## config.mk

```make
export PLATFORM = sky130hd
export DESIGN_NAME = wt_cache_maint_ctrl
export DESIGN_NICKNAME = d
export VERILOG_FILES = /design/src/rtl/wt_cache_maint_ctrl.sv
export SDC_FILE = /design/constraint.sdc
export NUM_CORES = 1
export LEC_CHECK = 0
export BUFFER_PORTS_ARGS = -buffer_cell sky130_fd_sc_hd__buf_2
export CAP_MARGIN = 30
export CORE_MARGIN = 1
export CORE_UTILIZATION = 62
export DETAILED_ROUTE_END_ITERATION = 10
export PLACE_DENSITY = 0.83
export SYNTH_ARGS = -nofsm -noshare
export SYNTH_HDL_FRONTEND = slang
export SYNTH_SLANG_ARGS = --single-unit
export TNS_END_PERCENT = 50
```

## constraint.sdc

```tcl
create_clock -name clk_i -period 3.2 [get_ports clk_i]
set_clock_uncertainty 0.1 [all_clocks]
set_input_delay 0.16 -clock clk_i [delete_from_list [all_inputs] [get_ports clk_i]]
set_output_delay 0.16 -clock clk_i [all_outputs]
set_load 0.01 [all_outputs]
```

## src/rtl/wt_cache_maint_ctrl.sv

```systemverilog
// Cache-maintenance sequencer: drains the write buffer, flushes D$ and/or I$ in a fixed order
// and signals completion with a one-cycle done pulse; a watchdog flags stalled operations.
module wt_cache_maint_ctrl #(
   parameter int unsigned TimeoutCycles = 4096
) (
   input  logic       clk_i,
   input  logic       rst_ni,
   input  logic       req_valid_i,
   input  logic [1:0] req_op_i,
   output logic       req_ready_o,
   output logic       done_o,
   output logic       timeout_o,
   output logic       busy_o,
   input  logic       wbuffer_empty_i,
   output logic       dcache_flush_o,
   input  logic       dcache_flush_ack_i,
   output logic       icache_flush_o
);

   localparam int unsigned CntW = (TimeoutCycles == 0) ? 1 : $clog2(TimeoutCycles + 1);
   localparam logic [CntW-1:0] CntMax     = '1;
   localparam logic [CntW-1:0] TimeoutVal = CntW'(TimeoutCycles);
   localparam logic [1:0]      OpFenceI   = 2'd1;
   localparam logic [1:0]      OpFlushAll = 2'd2;

   typedef enum logic [2:0] {
      StIdle,
      StDrain,
      StDflush,
      StIflush,
      StDone
   } state_e;

   state_e          state_q, state_d;
   logic [1:0]      op_q, op_d;
   logic [CntW-1:0] cnt_q, cnt_d;
   logic            timeout_q, timeout_d;
   logic            counting;

   always_ff @(posedge clk_i or negedge rst_ni) begin
      if (!rst_ni) begin
         state_q   <= StIdle;
         op_q      <= 2'd0;
         cnt_q     <= '0;
         timeout_q <= 1'b0;
      end else begin
         state_q   <= state_d;
         op_q      <= op_d;
         cnt_q     <= cnt_d;
         timeout_q <= timeout_d;
      end
   end

   assign counting = (state_q == StDrain) || (state_q == StDflush);

   always_comb begin
      state_d   = state_q;
      op_d      = op_q;
      cnt_d     = cnt_q;
      timeout_d = timeout_q;

      // Watchdog only flags; the counter saturates so the equality fires once per operation.
      if (counting) begin
         if (cnt_q != CntMax) begin
            cnt_d = cnt_q + 1'b1;
         end
         if ((TimeoutCycles != 0) && (cnt_d == TimeoutVal)) begin
            timeout_d = 1'b1;
         end
      end

      case (state_q)
         StIdle: begin
            if (req_valid_i) begin
               op_d      = req_op_i;
               cnt_d     = '0;
               timeout_d = 1'b0;
               state_d   = StDrain;
            end
         end
         StDrain: begin
            if (wbuffer_empty_i) begin
               case (op_q)
                  OpFenceI:   state_d = StIflush;
                  OpFlushAll: state_d = StDflush;
                  default:    state_d = StDone;
               endcase
            end
         end
         StDflush: begin
            if (dcache_flush_ack_i) begin
               state_d = StIflush;
            end
         end
         StIflush: state_d = StDone;
         StDone:   state_d = StIdle;
         default:  state_d = StIdle;
      endcase
   end

   assign req_ready_o    = (state_q == StIdle);
   assign busy_o         = (state_q != StIdle);
   assign done_o         = (state_q == StDone);
   assign dcache_flush_o = (state_q == StDflush);
   assign icache_flush_o = (state_q == StIflush);
   assign timeout_o      = timeout_q;

endmodule

```

# After elaboration in Yosys (flattened, before gate mapping)
# Cells that the tools add are included.
# totals
reg_bits	19
in_bits	7
output_inout_bits	6
wordCells	35
# classes
add_sub_neg	1
n_eq_ne	11
muxes	14
reduce_logical	5
# op_table
operator	n
13-bit two-way mux	5
13-bit by 1-bit adder with 13-bit output, second input constant	1
13-bit equality test, second input constant	1
13-bit inequality test, second input constant	1
3-bit one-hot mux with 4 select lines	1
3-bit two-way mux	3
3-bit by 2-bit equality test with 1-bit output, second input constant	2
3-bit one-hot mux with 2 select lines	1
1-bit two-way mux	4
2-bit inequality test, second input constant	2
3-bit by 1-bit equality test with 1-bit output, second input constant	1
3-bit equality test, second input constant	1
3-bit zero test	1
3-bit AND reduction	1
3-bit nonzero test	1
2-bit by 1-bit equality test with 1-bit output, second input constant	1
2-bit equality test, second input constant	1
2-bit by 1-bit inequality test with 1-bit output, second input constant	1
2-bit AND reduction	1
1-bit logical OR	1

# Depth between registers and ports, before layout
# Gate-level depths: netlist of the first run.
# logic_depth
word_depth	8
ltp_mapped	7
mapped_depth_nobuf	7

# Worst setup path after synthesis of the first run
# OpenSTA, ideal clock, no wires.
# synth_timing
path_kind	register to register
from	register cnt_q[0]
to	register timeout_q, in the netlist timeout_o
setup_time_ns	0.092
arrival_ns	1.654
required_ns	3.008
setup_slack_ns	1.354
path_stages_with_launch	7
path_buffers	0
synth_period_minus_slack_ns	1.846
cell_sequence	dfrtp_1 ha_1 nand4_4 or4_1 nand2_1 o2111ai_1 o31ai_2
# synth_via
elab_chain_cells	8
elab_cells_between_ends	9
classes_between	add/sub (1); eq/ne (2); mux (6)
# synth_rtl
item	line_no	rtl
from (decl)	36	logic [CntW-1:0] cnt_q, cnt_d;
from (signal assigned)	49	cnt_q <= cnt_d;
13-bit by 1-bit adder with 13-bit output / 13-bit inequality test (equally long branches)	65, 64	
13-bit two-way mux (*)	64	if (cnt_q != CntMax) begin
13-bit two-way mux (*)	63	if (counting) begin
13-bit equality test (*)	67	if ((TimeoutCycles != 0) && (cnt_d == TimeoutVal)) begin
1-bit two-way mux (*)	67	
1-bit two-way mux (*)	63	
1-bit two-way mux	74	if (req_valid_i) begin
1-bit two-way mux (*)	72	case (state_q)
via timeout_d	37	logic timeout_q, timeout_d;
to (signal assigned)	50	timeout_q <= timeout_d;
to (decl)	37	
# The timed path passes the listed nets; every way through them passes the cells marked *. The select of a mux whose other input is x is not followed.
# A chain may end at the register's enable or synchronous reset.

# Final worst setup path of the first run
# Same ends and word-level chain as after synthesis.

==> results of run 1 <==
## metal layers
metal  up-vias  share of wire (%)  global-route usage, %
met2        37                 50                  39.58
li1        548                  -                      -
met4         0               0.76                  7.353
met3         5                5.6                  3.145
met1       529                 44                  34.35
met5         -                  0                      0
## placed cells by master (no fill, tap or decap), types with 2 or more instances in the layout
cell / Yosys / layout
nand3b_1: 2 / 2
a21oi_1: 10 / 10
nand3_1: 5 / 5
or3_1: 2 / 2
nor3_1: 8 / 8
nor3b_1: 4 / 4
mux2i_1: 2 / 2
ha_1: 2 / 2
o21ai_0: 8 / 8
nor2_1: 18 / 18
and3b_1: 2 / 2
buf_2: 1 / 12
dfrtp_1: 19 / 19
nand2_1: 12 / 12
xor2_1: 7 / 7
clkbuf_4: 0 / 3
nand2b_4: 2 / 2
inv_1: 4 / 4
nand4_1: 3 / 3
dlygate4sd3_1: 0 / 3
and3_1: 2 / 2
## flip-flops by register name, indices dropped and copies added, names as in the netlist
name	cells
timeout_o	1
op_q	2
cnt_q	13
state_q	3
## final timing paths
check	from	end	slack, ns	depth (start not counted)
worst min-delay path	dcache_flush_ack_i	state_q[1]	0.08	4
worst max-delay path	cnt_q[0]	timeout_o	1.05	6
worst min register to register	op_q[0]	op_q[0]	0.42	1
min in group asynchronous	rst_ni	cnt_q[2]	0.22	2
worst max register to register	cnt_q[0]	timeout_o	1.05	6
max in group asynchronous	rst_ni	cnt_q[8]	2.49	2
## cell families (layout without fill, tap and decap cells)
| group | count (synthesis) | after routing | share of synthesized area, % |
|---|---|---|---|
| compound gates | 30 | 30 | 14.62 |
| simple gates | 72 | 72 | 32.10 |
| xor+xnor | 8 | 8 | 5.181 |
| mux | 4 | 4 | 3.145 |
| flops | 19 | 19 | 35.15 |
| buf+inv | 15 | 23 | 7.955 |
| fa+ha+maj | 2 | 2 | 1.850 |
## metrics by stage
stage / utilization [%] / hold slack (ns) / total power, uW / instances / setup slack [ns]
2_1_floorplan: - / -0.2356 / 679.3 / 150 / 1.354
3_3_place_gp: 67.63 / 0.01709 / 739.4 / 178 / 1.195
3_5_place_dp: 67.63 / 0.02197 / 761.3 / 178 / 1.169
4_1_cts: 70.44 / 0.08373 / 883.5 / 185 / 1.130
5_1_grt: 70.44 / 0.1043 / 953.8 / 185 / 0.8573
6_report: 70.44 / 0.07825 / 879.8 / 185 / 1.053
## final cells by class
type	count	area [sq um]	share of cell area [%]
Clock buffer	4	26.28	1.863
Inverter	4	15.01	1.065
Multi-Input combinational cell	116	769.5	54.57
Sequential cell	19	475.5	33.72
Tap cell	27	33.78	2.396
Timing Repair Buffer	15	90.09	6.389
## where the power goes
| group | internal, uW | switching (uW) | total (uW) |
|---|---|---|---|
| combinational | 171 | 213 | 384 |
| sequential | 288 | 87.4 | 376 |
| clock | 48.5 | 71.7 | 120 |
| total | 508 | 372 | 880 |
## worst reg2reg max path: stages, from the launching register on
cell and delay [ns]:
dfrtp_1 0.47, ha_1 0.39, nand4_4 0.22, or4_1 0.44, nand2_1 0.09, o2111ai_1 0.16, o31ai_2 0.21
==> metrics.cfg, run 1 <==
[die]
die_w_microns = 48.71
ios = 13
core_area_sq_um = 2002
dieArea_sq_um = 2372
rows = 16
chipHeight_microns = 48.71
initial_core_util_pct = 67.56

[route]
antenna_left = 0
routed_wl_mm = 2.497
vias = 1119
drc_errors = 0
first_iter_violations = 28
vias_per_cell = 6.049
dr.pass1.iters = 4
wl_per_cell_microns = 13.50

[global_route]
grt_pass1_wl_mm = 4.629
grt_max_degree = 20
grt_pass1_vias = 1046
grt_overflow_total = 0
grt_use_total_pct = 24.53
antenna_found_initial = 0

[sta]
tns_ns = 0
fmax_ghz = 0.4657
finalHoldViolCount = 0
rsz0062_at_grt = no
tightest_slew_ns = 0.6071
finalCritPeriodShare_pct = 67.10
maxSlewViolCount = 0
fin_crit_ns = 2.147
maxSlewHeadroom_pct = 59.52
setup_viol = 0

[flow_run]
maxCapViolations = 0

[final_layout]
design_area_sq_um = 1410
area_growth_pct = 4.255
drive_gt1_share_pct = 17.72
num_antenna_cells = 0
n_fill_cell = 178
fin_nets = 168

[clock_network]
cts.sinks = 19
htree_levels = 1
clkLatencyLatePin_ns = 0.29
clkTransAtPathRegs_ns = 0.11
cts-root-buf = clkbuf_4
cts_resized = 0
postCtsSetupBuffers = 0
numCtsBuffers = 3
holdBufCountCts = 3
clock_path_buffers = 2
cts_tree = yes

[synthesis]
syn_nets = 159
synth_cells = 150
ys_async_sr_fraction_pct = 100.0
syn_avg_cell_area_sq_um = 9.017
synth_top_cells_by_count = dfrtp_1, nor2_1, nand2_1
yosysUniqueCellTypes = 50
seq_area_frac_synth_pct = 35.15
synth_ff_type = dfrtp_1
netlist.area_leader.share_pct = 35.15
yosys.area.top_type = dfrtp_1
yosys-top-cells-area = dfrtp_1, nor2_1, xor2_1
yosys.cell_count.top_type = dfrtp_1
ys_ff_latch = 19
yosysWarnings = 0
synth_edf_count = 0
synth_area_sq_um = 1353

[placed_design]
io_buffers = 12
place_hpwl_mm = 1.741
dpl_cell_area_sq_um = 1354
gp_congestion = 0.8539

[setup_path]
path_cells = ha_1 -> nand4_4 -> or4_1 -> nand2_1 -> o2111ai_1 -> o31ai_2
start_kind = register
path_buf_inv = 0
crit_required_ns = 3.31
crit_fanout = 7
crit_path_max_incr_delay_ns = 0.47
end_kind = register
crit_arrival_ns = 2.26
crit_slowest_cell = dfrtp_1
crit_family = simple AND/OR/NAND/NOR gates
crit_type = reg -> reg

[power]
p_leak_uw = 0.0006250
vdd_ir_drop_max_v = 0.0004441
p_per_area_nw_per_um2 = 624.0

[status]
status = finished, final reports clean

[hold_path]
hp-class = in -> reg

Power figures use the tool's default switching activity.
==> run 2: changes to the inputs <==
--- a/config.mk
+++ b/config.mk
@@ -8,9 +8,9 @@
 export BUFFER_PORTS_ARGS = -buffer_cell sky130_fd_sc_hd__buf_2
 export CAP_MARGIN = 30
 export CORE_MARGIN = 1
-export CORE_UTILIZATION = 62
+export CORE_UTILIZATION = 58
 export DETAILED_ROUTE_END_ITERATION = 10
-export PLACE_DENSITY = 0.83
+export PLACE_DENSITY = 0.78
 export SYNTH_ARGS = -nofsm -noshare
 export SYNTH_HDL_FRONTEND = slang
 export SYNTH_SLANG_ARGS = --single-unit
==> constraint.sdc (replaced) <==
create_clock -name clk_i -period 2 [get_ports clk_i]
set_clock_uncertainty 0.1 [all_clocks]
set_input_delay 0.1 -clock clk_i [delete_from_list [all_inputs] [get_ports clk_i]]
set_output_delay 0.1 -clock clk_i [all_outputs]
set_load 0.01 [all_outputs]
==> run 2 against run 1 <==
Net effect:
- sequential power up 53%
- maximum frequency up 14%
- final cell count up 5.9%
- global-route usage up 0.21 points
- sequential cell count unchanged
- sequential share of layout area down 1.9 points
- die area up 6.6%
- first-iteration DRC count down 21%
- via count up 2.0%
- non-clock buffer count up 10
- utilization down 2.5 points
- register-to-register slack worse by 0.94 ns
- largest power group unchanged
- highest routed layer unchanged
==> metrics.cfg, run 2 (synthesis results as in run 1) <==
[hold_path]
hp-class = in -> reg

[sta]
rsz0062_at_grt = no
finalHoldViolCount = 0  ; unchanged
fin_ws_ns = 0.1142  ; -0.9386 ns
setup_viol = 0  ; unchanged
maxSlewViolCount = 0  ; unchanged
fmax_ghz = 0.5303  ; +14%
fin_crit_ns = 1.886  ; -0.2614 ns
finalCritPeriodShare_pct = 94.29  ; +27 points
tns_ns = 0  ; unchanged
fin_worst_hold_slack_ns = 0.01461  ; -0.06363 ns
maxSlewHeadroom_pct = 71.26  ; +12 points
tightest_slew_ns = 0.4311  ; -0.1761 ns

[setup_path]
crit_arrival_ns = 2.00  ; -0.26 ns
rr_startpoint = cnt_q[5]
start_kind = register
end_kind = register
path_cells = and4_4 -> nand4_4 -> or4_1 -> nand2_1 -> o2111ai_1 -> o31ai_2
crit_type = reg -> reg
rrSetupSlack_ns = 0.11  ; -0.94 ns
r2r_cells = 6  ; unchanged
reg2reg_to = timeout_o
crit_path_max_incr_delay_ns = 0.49  ; +0.02 ns
crit_required_ns = 2.12  ; -1.19 ns
crit_fanout = 9  ; +2
crit_slowest_cell = dfrtp_1
crit_path_end = timeout_o
crit_start = cnt_q[5]

[clock_network]
cts.sinks = 19  ; unchanged
clock_path_buffers = 2  ; unchanged
cts_tree = yes
numCtsBuffers = 3  ; unchanged
cts-root-buf = clkbuf_4
postCtsSetupBuffers = 0  ; unchanged
clkTransAtPathRegs_ns = 0.11  ; about the same
htree_levels = 1  ; unchanged
clkLatencyLatePin_ns = 0.30  ; about the same

[flow_run]
maxCapViolations = 0  ; unchanged

[status]
status = finished, final reports clean

[route]
routed_wl_mm = 2.751  ; +10%
antenna_left = 0  ; unchanged
drc_errors = 0  ; unchanged
vias_per_cell = 5.821  ; -3.8%
first_iter_violations = 22  ; -21%
dr.pass1.iters = 4  ; unchanged
vias = 1141  ; +2.0%
wl_per_cell_microns = 14.04  ; +4.0%

[global_route]
grt_max_degree = 20  ; unchanged
grt_pass1_wl_mm = 4.767  ; +3.0%
grt_pass1_vias = 1077  ; +3.0%
grt_use_total_pct = 24.74  ; +0.21 points
grt_overflow_total = 0  ; unchanged
antenna_found_initial = 0  ; unchanged

[final_layout]
fin_nets = 178  ; +6.0%
area_growth_pct = 11.10
num_antenna_cells = 0  ; unchanged
final_common_cell = nor2_1
final_cell_mix = nor2_1, dfrtp_1, nand2_1, buf_2
largest-register = cnt_q
reg_top3 = cnt_q (13), state_q (3), op_q (2)
fin_util_pct = 67.93  ; -2.5 points
drive_gt1_share_pct = 25.00  ; +7.3 points
largest_reg_flops = 13  ; unchanged

[die]
dieArea_sq_um = 2529  ; +6.6%
core_area_sq_um = 2212  ; +10%
rows = 17  ; +1
ios = 13  ; unchanged
chipHeight_microns = 50.29  ; +3.3%
initial_core_util_pct = 61.14  ; -6.4 points
die_w_microns = 50.29  ; +3.3%

[power]
p_leak_uw = 0.0006745  ; +7.9%
p_per_area_nw_per_um2 = 1019  ; +63%
vdd_ir_drop_max_v = 0.001032  ; +130%
total_power_uw = 1531  ; +74%

[placed_design]
io_buffers = 12  ; unchanged
place_hpwl_mm = 1.979  ; +14%
gp_congestion = 0.9084  ; +6.4%
place_ws_ns = 0.08885  ; -1.080 ns

run 2: worst max-delay path, delay by kind of cell (launching register included):
| kind | cells | cell delay, ns |
|---|---|---|
| flops | 1 | 0.49 |
| compound gates | 2 | 0.33 |
| simple gates | 4 | 0.90 |
run 2: routing by layer:
layer	vias up	part of all wire, %	global-route usage, %	wire (microns)
met5	-	0	0	0
met4	0	0.62	6.944	17
met3	2	2.3	3.636	63
met2	17	51	42.44	1397
met1	561	46	32.30	1273
li1	561	-	-	-
run 2: where the power goes:
part	leakage [uW]	internal, uW	switching [uW]	total [uW]
Clock	0.0000177	74.4	122	196
Combinational	0.000405	360	400	760
Sequential	0.000251	462	112	574
Total	0.000675	897	634	1530
run 2: area by class of cell:
class	count	area, sq um
clock buffer	3	22.52
clock inverter	1	5.005
fill	175	709.4
inverter	4	15.01
multi-input combinational	116	782.0
sequential	19	478.0
tap	28	35.03
timing repair buffer	25	165.2
run 2: worst min-delay path by stage:
stage                       start         end  slack, ns  depth (start not counted)
5_1_grt        dcache_flush_ack_i  state_q[1]       0.06                          4
3_5_place_dp               rst_ni   cnt_q[10]      -0.03                          1
3_3_place_gp               rst_ni   cnt_q[11]      -0.04                          1
4_1_cts           wbuffer_empty_i  state_q[0]      0.004                          4
6_report          wbuffer_empty_i  state_q[0]       0.01                          4
2_1_floorplan              rst_ni    cnt_q[0]      -0.30                          0
run 2: through the flow:
stage / cell area (sq um) / cells
6_report: 1503 / 196
5_1_grt: 1503 / 196
4_1_cts: 1488 / 196
3_5_place_dp: 1430 / 189
3_3_place_gp: 1430 / 189
2_1_floorplan: 1353 / 150
run 2: timing repair:
item	4_1_cts	5_1_grt
hold buffers	3	0
gates resized for setup	0	4
endpoints found under the setup margin	0	1
hold endpoints to repair	21	0
